--- src/rtl/mem_port_ctrl_pkg.sv ---
// Shared types for the data-memory port controller: access size coding,
// controller states and port ownership.
package mem_ctrl_pkg;

    typedef enum logic [1:0] {
        SZ_D = 2'b00,
        SZ_W = 2'b01,
        SZ_H = 2'b10,
        SZ_B = 2'b11
    } size_t;

    typedef enum logic [1:0] {
        IDLE,
        WRITE,
        READ,
        DONE
    } state_t;

    typedef enum logic {
        OWN_IF,
        OWN_D
    } owner_t;

    // Wide enough for the largest legal read latency (7)
    localparam int unsigned CNT_W = 3;

endpackage

--- src/rtl/mem_port_ctrl_if.sv ---
// Requester and memory-side signals of mem_port_ctrl; slave is the controller,
// master is the requesters plus memory.
interface mem_port_ctrl_if #(
    parameter int unsigned ADDR_W = 64
);
    logic              if_req;
    logic [ADDR_W-1:0] if_addr;
    logic              if_ack;
    logic [31:0]       if_rdata;

    logic              d_req;
    logic              d_we;
    logic [1:0]        d_size;
    logic              d_unsigned;
    logic [ADDR_W-1:0] d_addr;
    logic [63:0]       d_wdata;
    logic              d_ack;
    logic [63:0]       d_rdata;

    logic [ADDR_W-1:0] mem_raddr;
    logic [ADDR_W-1:0] mem_waddr;
    logic [63:0]       mem_wdata;
    logic              mem_wr;
    logic [1:0]        mem_tam;
    logic [63:0]       mem_rdata;

    logic              busy;

    modport slave (
        input  if_req, if_addr, d_req, d_we, d_size, d_unsigned, d_addr, d_wdata, mem_rdata,
        output if_ack, if_rdata, d_ack, d_rdata,
               mem_raddr, mem_waddr, mem_wdata, mem_wr, mem_tam, busy
    );

    modport master (
        output if_req, if_addr, d_req, d_we, d_size, d_unsigned, d_addr, d_wdata, mem_rdata,
        input  if_ack, if_rdata, d_ack, d_rdata,
               mem_raddr, mem_waddr, mem_wdata, mem_wr, mem_tam, busy
    );

endinterface

--- src/rtl/mem_port_ctrl_load_extend.sv ---
// Combinational load-data extension: selects the low 1/2/4/8 bytes and
// sign- or zero-extends them to 64 bits.
module load_extend
    import mem_ctrl_pkg::*;
(
    input  logic [63:0] i_data,
    input  size_t       i_size,
    input  logic        i_unsigned,
    output logic [63:0] o_data
);
    logic w_fill;

    always_comb begin
        o_data = i_data;
        w_fill = 1'b0;
        case (i_size)
            SZ_W: begin
                w_fill = ~i_unsigned & i_data[31];
                o_data = {{32{w_fill}}, i_data[31:0]};
            end
            SZ_H: begin
                w_fill = ~i_unsigned & i_data[15];
                o_data = {{48{w_fill}}, i_data[15:0]};
            end
            SZ_B: begin
                w_fill = ~i_unsigned & i_data[7];
                o_data = {{56{w_fill}}, i_data[7:0]};
            end
            default: o_data = i_data;
        endcase
    end

endmodule

--- src/rtl/mem_port_ctrl.sv ---
// Round-robin sequencer sharing one memory port between instruction fetch and
// data load/store; counts the fixed read latency and returns data on req/ack.
module mem_port_ctrl
    import mem_ctrl_pkg::*;
#(
    parameter int unsigned READ_LAT = 1,
    parameter int unsigned ADDR_W   = 64
)
(
    input  logic            Clk,
    input  logic            Reset,
    mem_port_ctrl_if.slave  bus
);
    state_t           r_state;
    owner_t           r_ptr;
    owner_t           r_own;
    size_t            r_size;
    logic             r_uns;
    logic [CNT_W-1:0] r_cnt;

    logic              w_gnt_d;
    logic [ADDR_W-1:0] w_rd_addr;
    logic [63:0]       w_ext;

    // Data wins when it is the only requester or when the pointer favours it
    assign w_gnt_d   = bus.d_req && (!bus.if_req || r_ptr == OWN_D);
    assign w_rd_addr = w_gnt_d ? bus.d_addr : bus.if_addr;

    load_extend u_ext (
        .i_data     (bus.mem_rdata),
        .i_size     (r_size),
        .i_unsigned (r_uns),
        .o_data     (w_ext)
    );

    always_ff @(posedge Clk) begin
        if (Reset) begin
            r_state       <= IDLE;
            r_ptr         <= OWN_D;
            r_own         <= OWN_IF;
            r_size        <= SZ_D;
            r_uns         <= 1'b0;
            r_cnt         <= '0;
            bus.if_ack    <= 1'b0;
            bus.if_rdata  <= '0;
            bus.d_ack     <= 1'b0;
            bus.d_rdata   <= '0;
            bus.mem_raddr <= '0;
            bus.mem_waddr <= '0;
            bus.mem_wdata <= '0;
            bus.mem_wr    <= 1'b0;
            bus.mem_tam   <= '0;
            bus.busy      <= 1'b0;
        end else begin
            case (r_state)
                IDLE: begin
                    if (bus.if_req || bus.d_req) begin
                        r_own    <= w_gnt_d ? OWN_D : OWN_IF;
                        r_ptr    <= w_gnt_d ? OWN_IF : OWN_D;
                        bus.busy <= 1'b1;
                        if (w_gnt_d && bus.d_we) begin
                            // Store completes in the single WRITE cycle, so its ack is raised now
                            r_state       <= WRITE;
                            bus.mem_wr    <= 1'b1;
                            bus.mem_waddr <= bus.d_addr;
                            bus.mem_wdata <= bus.d_wdata;
                            bus.mem_tam   <= bus.d_size;
                            bus.d_ack     <= 1'b1;
                        end else begin
                            r_state       <= READ;
                            r_cnt         <= CNT_W'(READ_LAT);
                            bus.mem_raddr <= w_rd_addr;
                            r_size        <= w_gnt_d ? size_t'(bus.d_size) : SZ_W;
                            r_uns         <= w_gnt_d ? bus.d_unsigned : 1'b0;
                        end
                    end
                end
                WRITE: begin
                    r_state    <= IDLE;
                    bus.mem_wr <= 1'b0;
                    bus.d_ack  <= 1'b0;
                    bus.busy   <= 1'b0;
                end
                READ: begin
                    if (r_cnt == '0) begin
                        r_state <= DONE;
                        if (r_own == OWN_D) begin
                            bus.d_rdata <= w_ext;
                            bus.d_ack   <= 1'b1;
                        end else begin
                            bus.if_rdata <= bus.mem_rdata[31:0];
                            bus.if_ack   <= 1'b1;
                        end
                    end else begin
                        r_cnt <= r_cnt - 1'b1;
                    end
                end
                DONE: begin
                    r_state    <= IDLE;
                    bus.if_ack <= 1'b0;
                    bus.d_ack  <= 1'b0;
                    bus.busy   <= 1'b0;
                end
                default: r_state <= IDLE;
            endcase
        end
    end

endmodule

--- src/flat_wrapper.sv ---
// flat-port wrapper written by rule: the top's interface ports become plain ports
module mem_port_ctrl_flat import mem_ctrl_pkg::*;
#(
    parameter int unsigned READ_LAT = 1,
    parameter int unsigned ADDR_W   = 64
)
  (Clk, Reset, bus_if_req, bus_if_addr, bus_d_req, bus_d_we, bus_d_size, bus_d_unsigned, bus_d_addr, bus_d_wdata, bus_mem_rdata, bus_if_ack, bus_if_rdata, bus_d_ack, bus_d_rdata, bus_mem_raddr, bus_mem_waddr, bus_mem_wdata, bus_mem_wr, bus_mem_tam, bus_busy);
  mem_port_ctrl_if #(.ADDR_W(ADDR_W)) bus_i ();
  input  logic Clk;
  input  logic Reset;
  input wire logic [$bits(bus_i.if_req)-1:0] bus_if_req;
  input wire logic [$bits(bus_i.if_addr)-1:0] bus_if_addr;
  input wire logic [$bits(bus_i.d_req)-1:0] bus_d_req;
  input wire logic [$bits(bus_i.d_we)-1:0] bus_d_we;
  input wire logic [$bits(bus_i.d_size)-1:0] bus_d_size;
  input wire logic [$bits(bus_i.d_unsigned)-1:0] bus_d_unsigned;
  input wire logic [$bits(bus_i.d_addr)-1:0] bus_d_addr;
  input wire logic [$bits(bus_i.d_wdata)-1:0] bus_d_wdata;
  input wire logic [$bits(bus_i.mem_rdata)-1:0] bus_mem_rdata;
  output wire logic [$bits(bus_i.if_ack)-1:0] bus_if_ack;
  output wire logic [$bits(bus_i.if_rdata)-1:0] bus_if_rdata;
  output wire logic [$bits(bus_i.d_ack)-1:0] bus_d_ack;
  output wire logic [$bits(bus_i.d_rdata)-1:0] bus_d_rdata;
  output wire logic [$bits(bus_i.mem_raddr)-1:0] bus_mem_raddr;
  output wire logic [$bits(bus_i.mem_waddr)-1:0] bus_mem_waddr;
  output wire logic [$bits(bus_i.mem_wdata)-1:0] bus_mem_wdata;
  output wire logic [$bits(bus_i.mem_wr)-1:0] bus_mem_wr;
  output wire logic [$bits(bus_i.mem_tam)-1:0] bus_mem_tam;
  output wire logic [$bits(bus_i.busy)-1:0] bus_busy;
  assign bus_i.if_req = bus_if_req;
  assign bus_i.if_addr = bus_if_addr;
  assign bus_i.d_req = bus_d_req;
  assign bus_i.d_we = bus_d_we;
  assign bus_i.d_size = bus_d_size;
  assign bus_i.d_unsigned = bus_d_unsigned;
  assign bus_i.d_addr = bus_d_addr;
  assign bus_i.d_wdata = bus_d_wdata;
  assign bus_i.mem_rdata = bus_mem_rdata;
  assign bus_if_ack = bus_i.if_ack;
  assign bus_if_rdata = bus_i.if_rdata;
  assign bus_d_ack = bus_i.d_ack;
  assign bus_d_rdata = bus_i.d_rdata;
  assign bus_mem_raddr = bus_i.mem_raddr;
  assign bus_mem_waddr = bus_i.mem_waddr;
  assign bus_mem_wdata = bus_i.mem_wdata;
  assign bus_mem_wr = bus_i.mem_wr;
  assign bus_mem_tam = bus_i.mem_tam;
  assign bus_busy = bus_i.busy;
  mem_port_ctrl #(.READ_LAT(READ_LAT), .ADDR_W(ADDR_W)) u_core (.Clk(Clk), .Reset(Reset), .bus(bus_i));
endmodule
--- config.mk ---
export PLATFORM = sky130hd
export DESIGN_NAME = mem_port_ctrl_flat
export DESIGN_NICKNAME = d
export VERILOG_FILES = /design/src/rtl/mem_port_ctrl_pkg.sv /design/src/rtl/mem_port_ctrl_if.sv /design/src/rtl/mem_port_ctrl_load_extend.sv /design/src/rtl/mem_port_ctrl.sv /design/src/flat_wrapper.sv
export SDC_FILE = /design/constraint.sdc
export NUM_CORES = 1
export LEC_CHECK = 0
export CELL_PAD_IN_SITES_DETAIL_PLACEMENT = 1
export CELL_PAD_IN_SITES_GLOBAL_PLACEMENT = 1
export CORE_AREA = 2 2 218 220
export DETAILED_ROUTE_END_ITERATION = 8
export DIE_AREA = 0 0 220 222
export PLACE_DENSITY_LB_ADDON = 0.1
export SLEW_MARGIN = 15
export SYNTH_ARGS = -nofsm -noshare
export SYNTH_HDL_FRONTEND = slang
export SYNTH_SLANG_ARGS = --single-unit
--- constraint.sdc ---
create_clock -name Clk -period 2.4 [get_ports Clk]
set_input_delay 0.48 -clock Clk [delete_from_list [all_inputs] [get_ports Clk]]
set_output_delay 0.48 -clock Clk [all_outputs]
set_load 0.01 [all_outputs]
# Yosys cells after proc, flatten, opt, wreduce, memory -nomap -nowiden
# Index checks and enable logic that the tools add are counted.
dict set report totals {
  register_bits 304
  latch_bits 0
  ram_bits 0
  rom_bits 0
  in_bits 264
  output_inout_bits 294
  wordCells 84
  mem_count 0
}
dict set report classes {
  addsub 1
  mul 0
  div 0
  n_lt_le_gt_ge 0
  n_eq_ne 13
  n_shift 0
  mux 25
  n_bitwise 6
  n_reduce_logical 23
}
# operator n
set op_table {}
lappend op_table {{$pmux 64 s3} 1}
lappend op_table {{$mux 64} 1}
lappend op_table {{$reduce_and 3->1} 6}
lappend op_table {{$mux 1} 10}
lappend op_table {{$mux 3} 3}
lappend op_table {{$eq 2x2->1 const B} 4}
lappend op_table {{$mux 2} 4}
lappend op_table {{$ne 2x1->1 const B} 4}
lappend op_table {{$reduce_and 4->1} 2}
lappend op_table {{$reduce_bool 2->1} 4}
lappend op_table {{$ne 2x2->1 const B} 3}
lappend op_table {{$pmux 1 s2} 3}
lappend op_table {{$pmux 2 s3} 1}
lappend op_table {{$pmux 3 s2} 1}
lappend op_table {{$reduce_and 2->1} 3}
lappend op_table {{$eq 2x1->1 const B} 2}
lappend op_table {{$and 1x1->1} 3}
lappend op_table {{$logic_not 3->1} 1}
lappend op_table {{$not 1->1} 3}
lappend op_table {{$pmux 1 s3} 1}
lappend op_table {{$sub 3x1->3 const B} 1}
lappend op_table {{$logic_and 1x1->1} 2}
lappend op_table {{$logic_not 2->1} 1}
lappend op_table {{$logic_or 1x1->1} 2}
lappend op_table {{2 further kinds} 2}

# Logic depth before layout (Yosys ltp)
dict set report depth {
  depth_word 7
  depth_mapped 10
  mapped_depth_nobuf 7
}

# Modules after synthesis
# Synthesis repeated with hierarchy kept, for this count alone.
dict set report unflattened {
  cells_unflattened 1665
  area_unflattened_um2 14406.3
}
# module n_inst cells_each area_each_um2 seq_area_each_um2
set modules_own_cells {}
lappend modules_own_cells {mem_port_ctrl 1 1522 13095.1 6085.8}
lappend modules_own_cells {load_extend 1 143 1311.3 0.0}

# Worst setup path before layout
# Ideal clock, no wire load.
dict set report synth_timing {
  path_type {register to register}
  from {register u_core.r_cnt[0]}
  to {register u_core.bus.d_rdata[49]}
  setup_time_ns 0.086
  t_arrival_ns 1.831
  t_required_ns 2.314
  path_slack_ns 0.484
  path_stages_with_launch 11
  path_buffers 3
  period_less_slack_ns 1.916
  path_cell_list {dfxtp_1 > inv_1 > ha_1 > ha_1 > nand3_1 > or2_2 > clkbuf_1 > buf_2 > buf_1 > a21oi_1 > a211oi_1}
}
dict set report synth_between {
  elab_chain_cells 2
}
# item line_no
set synth_lines {}
lappend synth_lines {{start, declared} mem_port_ctrl.sv:19} ;# logic [CNT_W-1:0] r_cnt;
lappend synth_lines {{start signal, assigned} mem_port_ctrl.sv:71} ;# r_cnt <= CNT_W'(READ_LAT);
lappend synth_lines {{start signal, assigned} mem_port_ctrl.sv:95} ;# r_cnt <= r_cnt - 1'b1;
lappend synth_lines {{$logic_not 3->1} mem_port_ctrl.sv:85} ;# if (r_cnt == '0) begin
lappend synth_lines {{$reduce_and 3->1 (no line)} n/a}
lappend synth_lines {{end signal, assigned} mem_port_ctrl.sv:88} ;# bus.d_rdata <= w_ext;
lappend synth_lines {{end, declared} mem_port_ctrl_if.sv:31} ;# output if_ack, if_rdata, d_ack, d_rdata,
# No other way between the ends.
# A chain may end at the register's enable or synchronous reset.

# Final worst setup path
dict set report layout_timing {
  from {register u_core.r_cnt[0]}
  to {register u_core.bus.d_rdata[40]}
}
# Same word-level chain as after synthesis.

==> results_dict.tcl <==
set metrics [dict create \
    status "finished clean" \
    internal-power_mw 10.4 \
    fin_nets 2217 \
    finalSetupTns_ns 0 \
    hp-start "Reset" \
    clk_pin_slew_ns 0.06 \
    cts_made_buffers 38 \
    rsz0062_at_grt "false" \
    coreArea_um2 46300 \
    cp-startpoint "u_core.r_cnt[0]" \
    worstMarginPinSlew_ns 0.691 \
    drc 0 \
    fp.dieArea_um2 48800 \
    yosysWarnings 0 \
    die_w_um 220 \
    leakage_nw 6.71 \
    ys_seq_area_share_pct 53.3 \
    gp_congestion 0.784 \
    setup_viol 0 \
    clkSinkCount 304 \
    clkPwrFrac_pct 39.2 \
    start_util_pct 24.7 \
    cp-start-kind "flop" \
    required_ns 2.84 \
    cts_tree "done" \
    syn_avg_cell_area_um2 7.98 \
    arrival_ns 2.53 \
    syn-num-nets 1698 \
    hpwl_um 37200 \
    fp.dieH_um 222 \
    cts-root-buf "clkbuf_16" \
    final.setup_skew_ns 0.00683 \
    syn_area_um2 11400 \
    p_total_mw 14.4 \
    vias 12000 \
    ys_seq_elements 304 \
    hold_viol 0 \
    power_switching_mw 4.06 \
    path_max_fanout 15 \
    htreeDepth 2 \
    cts-resized-gates 0 \
    post-cts-setup-buffers 0 \
    final_cell_mix "clkdlybuf4s50_1 (556), nand2_1 (472), dfxtp_1 (304), a21oi_1 (209), nor2_1 (129)" \
    slew_viol_final 0 \
    p_per_area_nw_per_um2 758 \
    multi_input_area_um2 4780 \
    final_common_cell "clkdlybuf4s50_1" \
    grt_pass1_vias 12500 \
    grt_max_degree 86 \
    hold_path_class "primary input to flop" \
    pwr-share-comb_pct 21.3 \
    drt_wl_total_um 51500 \
    area_delta_synth_final_pct 66.7 \
    hold_buffers 0 \
    endpoint_kind "flop" \
    grt_overflow 0 \
    min_period_over_period_pct 86.9 \
    nFillCells 5414 \
    dpl_cell_area_um2 17800 \
    rows 79 \
    clk_latency_ns 0.54 \
    antenna_found_initial 14 \
    seqCellArea_um2 6090 \
    sw_frac_of_total_pct 28.1 \
    initialDrtViolationCount 453 \
    irDropWorstVdd_uv 392 \
    clockBufferDepth 3 \
    drv_cap 0 \
    grt_usage_pct 20.4 \
    drt_pass1_iterations 4 \
    max-slew-margin-rel_pct 54.0 \
    grt_pass1_wl_um 76600 \
    final_cell_area_um2 19100 \
    drive_above_1_share_pct 5.77 \
    synthCells 1432 \
    ant_nets 0 \
    io_pins 558 \
    timing.rr.start "u_core.r_cnt[0]" \
    holdWs_ns 0.373 \
    pwr-share-seq_pct 39.5 \
    ys_types 31 \
    io_buffer_count 557 \
    period_minus_slack_ns 2.09 \
    path_class "flop to flop" \
    wire_per_inst_um 19.8 \
    routed_via_density 4.63 \
    finish.utilization_pct 41.2 \
    max_freq_ghz 0.479 \
]
[final timing paths]
kind,to,slack [ns],cells after the start
setup / recovery,u_core.bus.d_rdata[40],0.31,8
hold / removal,u_core.bus.mem_wdata[17],0.37,2
setup reg to reg,u_core.bus.d_rdata[40],0.31,8
hold reg to reg,u_core.bus.if_rdata[14],0.45,2
[cell type report]
type,instances,area share (%)
Tap cell,607,3.99
Clock buffer,58,5.97
Antenna cell,9,0.118
Sequential cell,304,31.9
Multi-Input combinational cell,999,25.1
Clock inverter,8,0.407
Timing Repair Buffer,602,32.4
Inverter,6,0.118
[stage by stage]
stage	worst slack [ns]	std cells
2_1_floorplan	0.484	1432
3_3_place_gp	0.115	2518
3_5_place_dp	0.0228	2518
4_1_cts	0.263	2584
5_1_grt	0.126	2591
6_report	0.313	2593
[cells by family after synthesis]
kind of cell | after synthesis | share of synthesized area, %
simple gates | 657 | 22.8
compound gates | 338 | 18.3
buf+inv | 129 | 5.26
mux | 2 | 0.175
flops | 304 | 53.3
fa+ha+maj | 2 | 0.219
[per-layer routing]
metal | part of all wire (%) | GRT usage (%) | vias to the layer above
met2 | 49 | 34.9 | 336
met5 | 0.12 | 0 | -
met3 | 8.5 | 7.35 | 73
li1 | - | - | 5840
met1 | 40 | 23.4 | 5735
met4 | 2.5 | 7.21 | 10
[sequential cells by signal, summed over array words and instances (netlist names), 3 cells and up]
| register | flops |
|---|---|
| u_core.bus.d_rdata | 64 |
| u_core.bus.mem_raddr | 64 |
| u_core.bus.mem_waddr | 64 |
| u_core.bus.mem_wdata | 64 |
| u_core.bus.if_rdata | 32 |
| u_core.r_cnt | 3 |
[power groups by stage]
stage	registers, mW	clock network [mW]	logic, mW
floorplan	5.96	0	1.11
global placement	5.80	0	3.08
detailed placement	5.81	0	3.12
CTS	5.71	5.87	3.13
global route	5.76	6.06	3.35
finish	5.70	5.67	3.08
[critical path, cell delays in order (launching register included)]
cell	delay (ns)
dfxtp_1	0.33
inv_1	0.06
ha_1	0.19
ha_1	0.24
nand3_1	0.19
or2_2	0.40
buf_4	0.25
a21oi_1	0.05
a211oi_1	0.26
[cell usage after synthesis]
cell	number	share of area (%)
nor4_4	1	0.19
buf_2	27	1.2
nor3_1	13	0.57
or2_4	1	0.077
buf_6	11	1.1
dfxtp_1	304	53
o21ai_0	2	0.088
nand3b_1	1	0.066
a21boi_0	1	0.066
mux2i_1	2	0.18
o31ai_1	2	0.13
a21oi_1	209	9.2
or4_1	1	0.066
buf_1	7	0.23
clkbuf_1	78	2.6
nand2b_1	20	1.1
o21a_1	1	0.066
a22o_1	1	0.077
nor2_1	133	4.4
nand3_1	3	0.13
ha_1	2	0.22
a311oi_1	65	5.0
nand2_1	472	16
or2_2	2	0.11
inv_1	6	0.20
nor3b_1	2	0.13
and2b_1	1	0.066
a211oi_1	57	3.7
or3_1	4	0.22
nor2b_1	2	0.11
and4b_1	1	0.088
Note: power is estimated with default switching activity, not from simulation.
